===== config.mk =====
export PLATFORM = sky130hd
export DESIGN_NAME = sm_alu_seq_flat
export DESIGN_NICKNAME = d
export VERILOG_FILES = /design/src/rtl/sm_alu_pkg.sv /design/src/rtl/sm_alu_seq_if.sv /design/src/rtl/sm_popcount.sv /design/src/rtl/sm_alu_seq.sv /design/src/flat_wrapper.sv
export SDC_FILE = /design/constraint.sdc
export NUM_CORES = 1
export LEC_CHECK = 0
export CAP_MARGIN = 10
export CORE_ASPECT_RATIO = 1.4
export CORE_MARGIN = 8
export CORE_UTILIZATION = 50
export DETAILED_ROUTE_END_ITERATION = 8
export PLACE_DENSITY = 0.69
export SYNTH_ARGS = -nofsm -noshare
export SYNTH_HDL_FRONTEND = slang
export SYNTH_SLANG_ARGS = --single-unit
export TNS_END_PERCENT = 5

===== constraint.sdc =====
create_clock -name clk -period 4.1 [get_ports clk]
set_input_delay 1.23 -clock clk [delete_from_list [all_inputs] [get_ports clk]]
set_output_delay 1.23 -clock clk [all_outputs]
set_load 0.005 [all_outputs]

===== src/rtl/sm_alu_pkg.sv =====
// Shared opcodes, FSM state encoding and sign constants for the sign-magnitude ALU.
package sm_alu_pkg;

    localparam logic [2:0] OP_ADD = 3'b010;
    localparam logic [2:0] OP_SUB = 3'b011;
    localparam logic [2:0] OP_SLL = 3'b111;
    localparam logic [2:0] OP_SRL = 3'b110;
    localparam logic [2:0] OP_MUL = 3'b100;

    localparam logic POS = 1'b0;
    localparam logic NEG = 1'b1;

    typedef enum logic [1:0] {
        IDLE = 2'd0,
        EXEC = 2'd1,
        FIN  = 2'd2
    } state_t;

endpackage


===== src/rtl/sm_alu_seq_if.sv =====
// Start/busy/done request bus between the control FSM (master) and the ALU (slave).
interface sm_alu_seq_if #(
    parameter int MAG_W = 8
);
    logic             start;
    logic [2:0]       op;
    logic [MAG_W:0]   a;
    logic [MAG_W:0]   b;
    logic             busy;
    logic             done;
    logic [MAG_W:0]   result;
    logic             ovf;
    logic             err;

    modport master (output start, op, a, b, input busy, done, result, ovf, err);
    modport slave  (input start, op, a, b, output busy, done, result, ovf, err);
endinterface


===== src/rtl/sm_popcount.sv =====
// Combinational count of set bits in a MAG_W-bit vector; zero latency, no handshake.
module sm_popcount #(
    parameter int MAG_W = 8,
    parameter int CNT_W = $clog2(MAG_W + 1)
) (
    input  logic [MAG_W-1:0] i_vec,
    output logic [CNT_W-1:0] o_cnt
);
    always_comb begin
        o_cnt = '0;
        for (int i = 0; i < MAG_W; i++) begin
            o_cnt = o_cnt + CNT_W'(i_vec[i]);
        end
    end
endmodule


===== src/rtl/sm_alu_seq.sv =====
// Multicycle sign-magnitude ALU: ADD/SUB 1 cycle, SLL/SRL max(popcount(b),1), MUL MAG_W cycles.
// start is only sampled in IDLE; define SM_ALU_SAT_EN to saturate overflowing magnitudes.
module sm_alu_seq
    import sm_alu_pkg::*;
#(
    parameter int MAG_W = 8,
    parameter int CNT_W = $clog2(MAG_W + 1)
) (
    input  logic          clk,
    input  logic          rst,
    sm_alu_seq_if.slave   bus
);
    state_t             r_state, w_state_nxt;
    logic [2:0]         r_op;
    logic               r_sa, r_sb;
    logic [MAG_W-1:0]   r_ma, r_mb;
    logic [CNT_W-1:0]   r_pc, r_cnt;
    logic [MAG_W-1:0]   r_sh, r_mplier;
    logic [2*MAG_W-1:0] r_acc, r_mcand;
    logic [MAG_W:0]     r_result;
    logic               r_ovf, r_err;

    logic [CNT_W-1:0]   w_pc, w_cnt_inc, w_target;
    logic               w_last, w_accept;
    logic [MAG_W-1:0]   w_sh_nxt, w_mag;
    logic [2*MAG_W-1:0] w_acc_nxt;
    logic [MAG_W:0]     w_sum;
    logic               w_sb_eff, w_sign, w_ovf, w_err;

    sm_popcount #(.MAG_W(MAG_W), .CNT_W(CNT_W)) u_popcount (
        .i_vec (bus.b[MAG_W-1:0]),
        .o_cnt (w_pc)
    );

    assign w_accept  = (r_state == IDLE) && bus.start;
    assign w_cnt_inc = r_cnt + 1'b1;

    always_comb begin
        w_target = CNT_W'(1);
        case (r_op)
            OP_SLL, OP_SRL: w_target = (r_pc == '0) ? CNT_W'(1) : r_pc;
            OP_MUL:         w_target = CNT_W'(MAG_W);
            default:        w_target = CNT_W'(1);
        endcase
    end
    assign w_last = (w_cnt_inc == w_target);

    // Per-cycle steps: a zero popcount leaves the shifter untouched (pass-through of A).
    always_comb begin
        w_sh_nxt = r_sh;
        if (r_pc != '0) begin
            w_sh_nxt = (r_op == OP_SLL) ? (r_sh << 1) : (r_sh >> 1);
        end
        w_acc_nxt = r_acc + (r_mplier[0] ? r_mcand : '0);
    end

    always_comb begin
        w_sb_eff = r_sb ^ (r_op == OP_SUB);
        w_sum    = {1'b0, r_ma} + {1'b0, r_mb};
        w_mag    = '0;
        w_sign   = POS;
        w_ovf    = 1'b0;
        w_err    = 1'b0;
        case (r_op)
            OP_ADD, OP_SUB: begin
                if (r_sa == w_sb_eff) begin
                    w_mag  = w_sum[MAG_W-1:0];
                    w_ovf  = w_sum[MAG_W];
                    w_sign = r_sa;
                end else if (r_ma >= r_mb) begin
                    w_mag  = r_ma - r_mb;
                    w_sign = r_sa;
                end else begin
                    w_mag  = r_mb - r_ma;
                    w_sign = w_sb_eff;
                end
            end
            OP_SLL, OP_SRL: begin
                w_mag  = w_sh_nxt;
                w_sign = r_sa;
            end
            OP_MUL: begin
                w_mag  = w_acc_nxt[MAG_W-1:0];
                w_ovf  = |w_acc_nxt[2*MAG_W-1:MAG_W];
                w_sign = r_sa ^ r_sb;
            end
            default: w_err = 1'b1;
        endcase
`ifdef SM_ALU_SAT_EN
        if (w_ovf) w_mag = '1;
`endif
        if (w_mag == '0) w_sign = POS;
    end

    always_ff @(posedge clk or posedge rst) begin
        if (rst) r_state <= IDLE;
        else     r_state <= w_state_nxt;
    end

    always_comb begin
        w_state_nxt = r_state;
        case (r_state)
            IDLE:    if (bus.start) w_state_nxt = EXEC;
            EXEC:    if (w_last)    w_state_nxt = FIN;
            FIN:     w_state_nxt = IDLE;
            default: w_state_nxt = IDLE;
        endcase
    end

    always_ff @(posedge clk or posedge rst) begin
        if (rst) begin
            r_op     <= '0;
            r_sa     <= POS;
            r_sb     <= POS;
            r_ma     <= '0;
            r_mb     <= '0;
            r_pc     <= '0;
            r_cnt    <= '0;
            r_sh     <= '0;
            r_mplier <= '0;
            r_acc    <= '0;
            r_mcand  <= '0;
            r_result <= '0;
            r_ovf    <= 1'b0;
            r_err    <= 1'b0;
        end else if (w_accept) begin
            r_op     <= bus.op;
            r_sa     <= bus.a[MAG_W];
            r_sb     <= bus.b[MAG_W];
            r_ma     <= bus.a[MAG_W-1:0];
            r_mb     <= bus.b[MAG_W-1:0];
            r_pc     <= w_pc;
            r_cnt    <= '0;
            r_sh     <= bus.a[MAG_W-1:0];
            r_mplier <= bus.b[MAG_W-1:0];
            r_acc    <= '0;
            r_mcand  <= {{MAG_W{1'b0}}, bus.a[MAG_W-1:0]};
            r_ovf    <= 1'b0;
            r_err    <= 1'b0;
        end else if (r_state == EXEC) begin
            r_cnt    <= w_cnt_inc;
            r_sh     <= w_sh_nxt;
            r_acc    <= w_acc_nxt;
            r_mcand  <= r_mcand << 1;
            r_mplier <= r_mplier >> 1;
            if (w_last) begin
                r_result <= w_err ? '0 : {w_sign, w_mag};
                r_ovf    <= w_ovf;
                r_err    <= w_err;
            end
        end
    end

    assign bus.busy   = (r_state == EXEC);
    assign bus.done   = (r_state == FIN);
    assign bus.result = r_result;
    assign bus.ovf    = r_ovf;
    assign bus.err    = r_err;
endmodule


===== src/flat_wrapper.sv =====
// flat-port wrapper written by rule: the top's interface ports become plain ports
module sm_alu_seq_flat import sm_alu_pkg::*;
#(
    parameter int MAG_W = 8,
    parameter int CNT_W = $clog2(MAG_W + 1)
)
  (clk, rst, bus_start, bus_op, bus_a, bus_b, bus_busy, bus_done, bus_result, bus_ovf, bus_err);
  sm_alu_seq_if #(.MAG_W(MAG_W)) bus_i ();
  input  logic clk;
  input  logic rst;
  input wire logic [$bits(bus_i.start)-1:0] bus_start;
  input wire logic [$bits(bus_i.op)-1:0] bus_op;
  input wire logic [$bits(bus_i.a)-1:0] bus_a;
  input wire logic [$bits(bus_i.b)-1:0] bus_b;
  output wire logic [$bits(bus_i.busy)-1:0] bus_busy;
  output wire logic [$bits(bus_i.done)-1:0] bus_done;
  output wire logic [$bits(bus_i.result)-1:0] bus_result;
  output wire logic [$bits(bus_i.ovf)-1:0] bus_ovf;
  output wire logic [$bits(bus_i.err)-1:0] bus_err;
  assign bus_i.start = bus_start;
  assign bus_i.op = bus_op;
  assign bus_i.a = bus_a;
  assign bus_i.b = bus_b;
  assign bus_busy = bus_i.busy;
  assign bus_done = bus_i.done;
  assign bus_result = bus_i.result;
  assign bus_ovf = bus_i.ovf;
  assign bus_err = bus_i.err;
  sm_alu_seq #(.MAG_W(MAG_W), .CNT_W(CNT_W)) u_core (.clk(clk), .rst(rst), .bus(bus_i));
endmodule

# Word level (Yosys, flattened, before mapping)
# Index checks and enable logic that the tools add are counted.
# word_totals
output_inout_bits	13
reg_bits	90
input_bits	24
word_cells	91
# op_classes
reduce_logical	14
eq_ne	11
magnitude_cmp	1
addsub	12
bitwise	3
mux	35
# ops
operator	count
16-bit two-way mux	5
8-bit two-way mux	8
8-bit case mux with 3 select lines	1
16-bit adder	1
4-bit by 1-bit adder with 4-bit output	4
8-bit subtractor	2
4-bit two-way mux	3
1-bit two-way mux	11
8-bit by 8-bit adder with 9-bit output	1
3-bit == test (second input constant)	3
9-bit two-way mux	1
8-bit >= comparator	1
8-bit zero test	1
4-bit case mux with 2 select lines	1
8-bit OR reduction	1
3-bit by 2-bit == test with 1-bit output (second input constant)	2
5-bit OR reduction	1
3-bit by 1-bit adder with 4-bit output	1
4-bit by 1-bit adder with 4-bit output (second input constant)	1
4-bit == test	1
4-bit zero test	1
2-bit two-way mux	2
2-bit case mux with 2 select lines	1
2-bit AND reduction	2
17 further kinds	20

# Longest topological paths before layout
# depth
depth_word	8
ltp_mapped	12
depth_no_buf	12

# Hierarchy
# Synthesis repeated with hierarchy kept, for this count alone.
# hier_totals
hier_cells	723
area_unflattened_um2	6226.0
# modules_own_cells
module	cells_per_inst	area_per_inst_um2	seq_area_each_um2	n_inst
sm_alu_seq	705	6058.3	2252.2	1
sm_popcount	18	167.7	0.0	1

# Least setup slack after synthesis
# No wires, ideal clock.
# synth_timing
path_kind	input port to flip-flop
from	input bus_b[0]
to	register u_core.r_pc[2]
setup_time_ns	0.083
required_ns	4.017
path_buffers	0
cell_stages	10
t_arrival_ns	3.542
setup_slack_ns	0.475
path_cell_list	fa_1 > inv_1 > fa_1 > fa_1 > inv_1 > ha_1 > inv_1 > fa_1 > xor2_1 > o21ai_0
# synth_via
elab_chain_len	7
# synth_lines
item	line_no	source
from (decl)	flat_wrapper.sv:14	input wire logic [$bits(bus_i.b)-1:0] bus_b;
1-bit by 1-bit adder with 2-bit output	sm_popcount.sv:12	o_cnt = o_cnt + CNT_W'(i_vec[i]);
2-bit by 1-bit adder with 3-bit output	sm_popcount.sv:12	
3-bit by 1-bit adder with 4-bit output	sm_popcount.sv:12	
4-bit by 1-bit adder with 4-bit output (4 in series)	sm_popcount.sv:12	
to (signal assigned)	sm_alu_seq.sv:132	r_pc <= w_pc;
to (decl)	sm_alu_seq.sv:17	logic [CNT_W-1:0] r_pc, r_cnt;
# Every way passes these cells.
# A chain may end at the register's enable or synchronous reset.

# Worst setup path after layout
# Ends and elaborated chain as after synthesis.

==> metrics <==
run status=finished, final reports clean; Hold WS=between 0.4 and 0.5 ns; R2R Path End=u_core.bus.ovf; setup slack, reg-to-reg=0.50 ns; NumNets Final=810; sw frac=0.476; Clock Sinks=90; Worst Reg-to-Reg Cells=11; Flop pwr share=0.270; DRC=0; H-tree levels=3; CTS tree=built; Hold WC Path Type=register to register; leak pwr=around 3.2 nW; Core Region=12300 um^2; post-synth top area share=0.362; Fill cells=roughly 1.1k; unrepaired setup endpoints after global routing=false; Post-Route Skew=around 0.0085 ns; die width=110 um; final count of hold timing violations=0; RePlAce Congestion=around 0.94; Layout area overhead=12.7%; layout cell share with drive strength beyond 1=0.0594; Root Driver=clkbuf_16; NetSw=3.00 mW; postcts setup bufs=0; first-pass GRT wire length=27.5 mm; Critical Path RT=4.36 ns; GR Overflow Total=0; post-synth top area cell=dfrtp_1; Avg Inst Size Synth=8.71 um^2; largest family of logic cells by synthesized area=simple AND/OR/NAND/NOR gates; largest cells by area after synthesis=dfrtp_1 (36%), ha_1 (8.5%), o21ai_0 (6.0%), nand2_1 (5.4%), mux2i_1 (4.0%); Final min period=approximately 3.9 ns; crit end category=register; FP Rows=48; Worst Tran Pin Value=just over 0.8 ns; flops & latches, synth=90; Post-synth ARST share=1.00; CP Data Arrival Time=~4.2 ns; syn nets=788; Total GRT Usage=0.216; synth unique cells=between 70 and 80; Hold Path Origin=u_core.r_mplier[6]; Setup TNS Final=0 ns; Starting DRT DRC Count=between 300 and 400; Clk Latency, worst-skew pair=roughly 0.35 ns; Worst-path clk slew=approximately 0.07 ns; I/O Pins=37; Die Area=~16000 um^2; Total Wirelength=between 15 and 20 mm; Final Max Slew Viols=0; Initial Utilization=0.508; Post-synth EDFFs=0; simple-gate portion of the synthesized area=0.197; compound-cell area share of the yosys netlist=0.190; Post-Synth Adder-Cell Area=0.110; post-CTS sizing=0; DIE HEIGHT=around 150 um; Hold Path Stages=2; worst vdd ir=between 0.6 and 0.7 mV; cts bufs inserted=9; antenna violation net count after detailed routing=0; detailed placement HPWL=around 13 mm; Final Util=0.572; R2R Path Start=u_core.r_mplier[0]; WS Path Type=input port to register; Tot Pwr=between 6 and 7 mW; # setup viols final=0; largest net degree at the start of global routing=46; initial antenna violation count=0; headroom to the max-slew limit=0.445; maxcap violations=0; prevailing post-synth register cell=dfrtp_1; register area share after synthesis=0.362; 1st-pass router iterations=7; Gate Count Post-Synth=~700; Crit Path Max Fanout=2; xor and xnor area share after synthesis=0.0455; Post-Layout Cell Count=891; most frequent cells in the layout=nand2_1 (90), dfrtp_1 (90), o21ai_0 (74), a21oi_1 (44), nor2_1 (43); number of placed instances, taps included=875; CTS Hold Bufs=0; n_diodes=0; Power Dens Cells=around 900 nW/um^2; Final period util=0.952; Post-Syn Area=roughly 6200 um^2; clock share of power=0.127; Peak Freq=256 MHz; Comb pwr share=0.603; via count=around 5.3k; cell-internal power=approximately 3.3 mW; vias per inst=between 5 and 6; Ys Warns=0; input/output buffers=36; mux cell area share after synthesis=0.0439; clock buffer depth=2; hold endpoint=u_core.r_mplier[6]; crit path launch type=input port; vias in the first global route=5334; routed length per instance=approximately 19 um
layer usage:
metal | track usage | up-vias | routed length, um
li1 | - | 2561 | -
met1 | 0.239 | 2589 | 6670
met2 | 0.384 | 114 | 9030
met3 | 0.0344 | 38 | 490
met4 | 0.106 | 0 | 694
met5 | 0 | - | 0
worst max-delay path, cell delays in order:
cell	delay, ns
clkdlybuf4s50_1	0.45
fa_1	0.54
inv_1	0.05
fa_1	0.51
fa_1	0.43
inv_1	0.07
ha_1	0.16
inv_1	0.06
fa_1	0.37
xor2_1	0.15
o21ai_0	0.16
power by group through the flow:
stage	logic (mW)	registers (mW)	clock network [mW]
after floorplan	2.90	1.54	0
after global placement	3.67	1.69	0
after detailed placement	3.76	1.71	0
after CTS	3.78	1.70	0.813
after global routing	4.19	1.76	0.849
final	3.80	1.70	0.802
worst max path at each step:
| stage | from | endpoint | cells after the start |
|---|---|---|---|
| 6_report | bus_b[0] | u_core.r_pc[2] | 11 |
| 5_1_grt | bus_b[0] | u_core.r_pc[2] | 11 |
| 4_1_cts | bus_b[0] | u_core.r_pc[2] | 11 |
| 3_5_place_dp | bus_b[0] | u_core.r_pc[2] | 11 |
| 3_3_place_gp | bus_b[0] | u_core.r_pc[2] | 11 |
| 2_1_floorplan | bus_b[0] | u_core.r_pc[2] | 10 |
through the flow:
step	worst slack, ns	cell area (um^2)
4_1_cts	0.207	7010
6_report	0.199	7010
2_1_floorplan	0.475	6220
3_3_place_gp	-0.0473	6730
5_1_grt	0.0355	7010
3_5_place_dp	-0.155	6730
cells in the mapped netlist, types with 3 or more instances:
library cell,instances
a211o_1,6
a211oi_1,10
a21o_1,4
a21oi_1,44
a221oi_1,3
a31oi_1,8
and2_1,19
and3_1,6
and4_1,3
buf_1,3
buf_2,7
clkbuf_1,22
dfrtp_1,90
fa_1,8
ha_1,42
inv_1,41
mux2i_1,25
nand2_1,90
nand2b_1,5
nand3_1,30
nand3b_1,3
nand4_1,3
nor2_1,43
nor2b_1,7
nor3_1,13
nor3b_1,7
nor4b_1,3
o211ai_1,5
o21a_1,4
o21ai_0,74
o21bai_1,3
o221ai_1,3
o22ai_1,4
o31ai_1,4
or2_2,4
xnor2_1,17
xor2_1,10
registers in the layout, summed over array words and instances, names as in the netlist:
signal	count
u_core.r_pc	4
u_core.r_acc	16
u_core.r_sh	8
u_core.bus.result	9
u_core.r_sb	1
u_core.r_op	3
u_core.r_mb	8
u_core.r_mplier	8
u_core.r_ma	8
u_core.r_cnt	4
u_core.r_mcand	16
u_core.bus.err	1
u_core.r_state	2
u_core.r_sa	1
u_core.bus.ovf	1
layout make-up:
class	instances	area [um^2]	share of cell area
Clock buffer	11	243	0.0346
Clock inverter	5	38.8	0.00554
Inverter	42	159	0.0227
Multi-Input combinational cell	546	3650	0.520
Sequential cell	90	2250	0.321
Tap cell	150	188	0.0268
Timing Repair Buffer	47	480	0.0686
cells by family (layout without fill, tap and decap cells):
family,Yosys count,count (layout)
AO/OA/AOI/OAI,192,192
buffers and inverters,78,105
AND/OR/NAND/NOR,248,248
flip-flops,90,90
multiplexers,27,27
adder cells (fa/ha/maj),50,50
XOR/XNOR,29,29
Note: power is estimated with default switching activity, not from simulation.
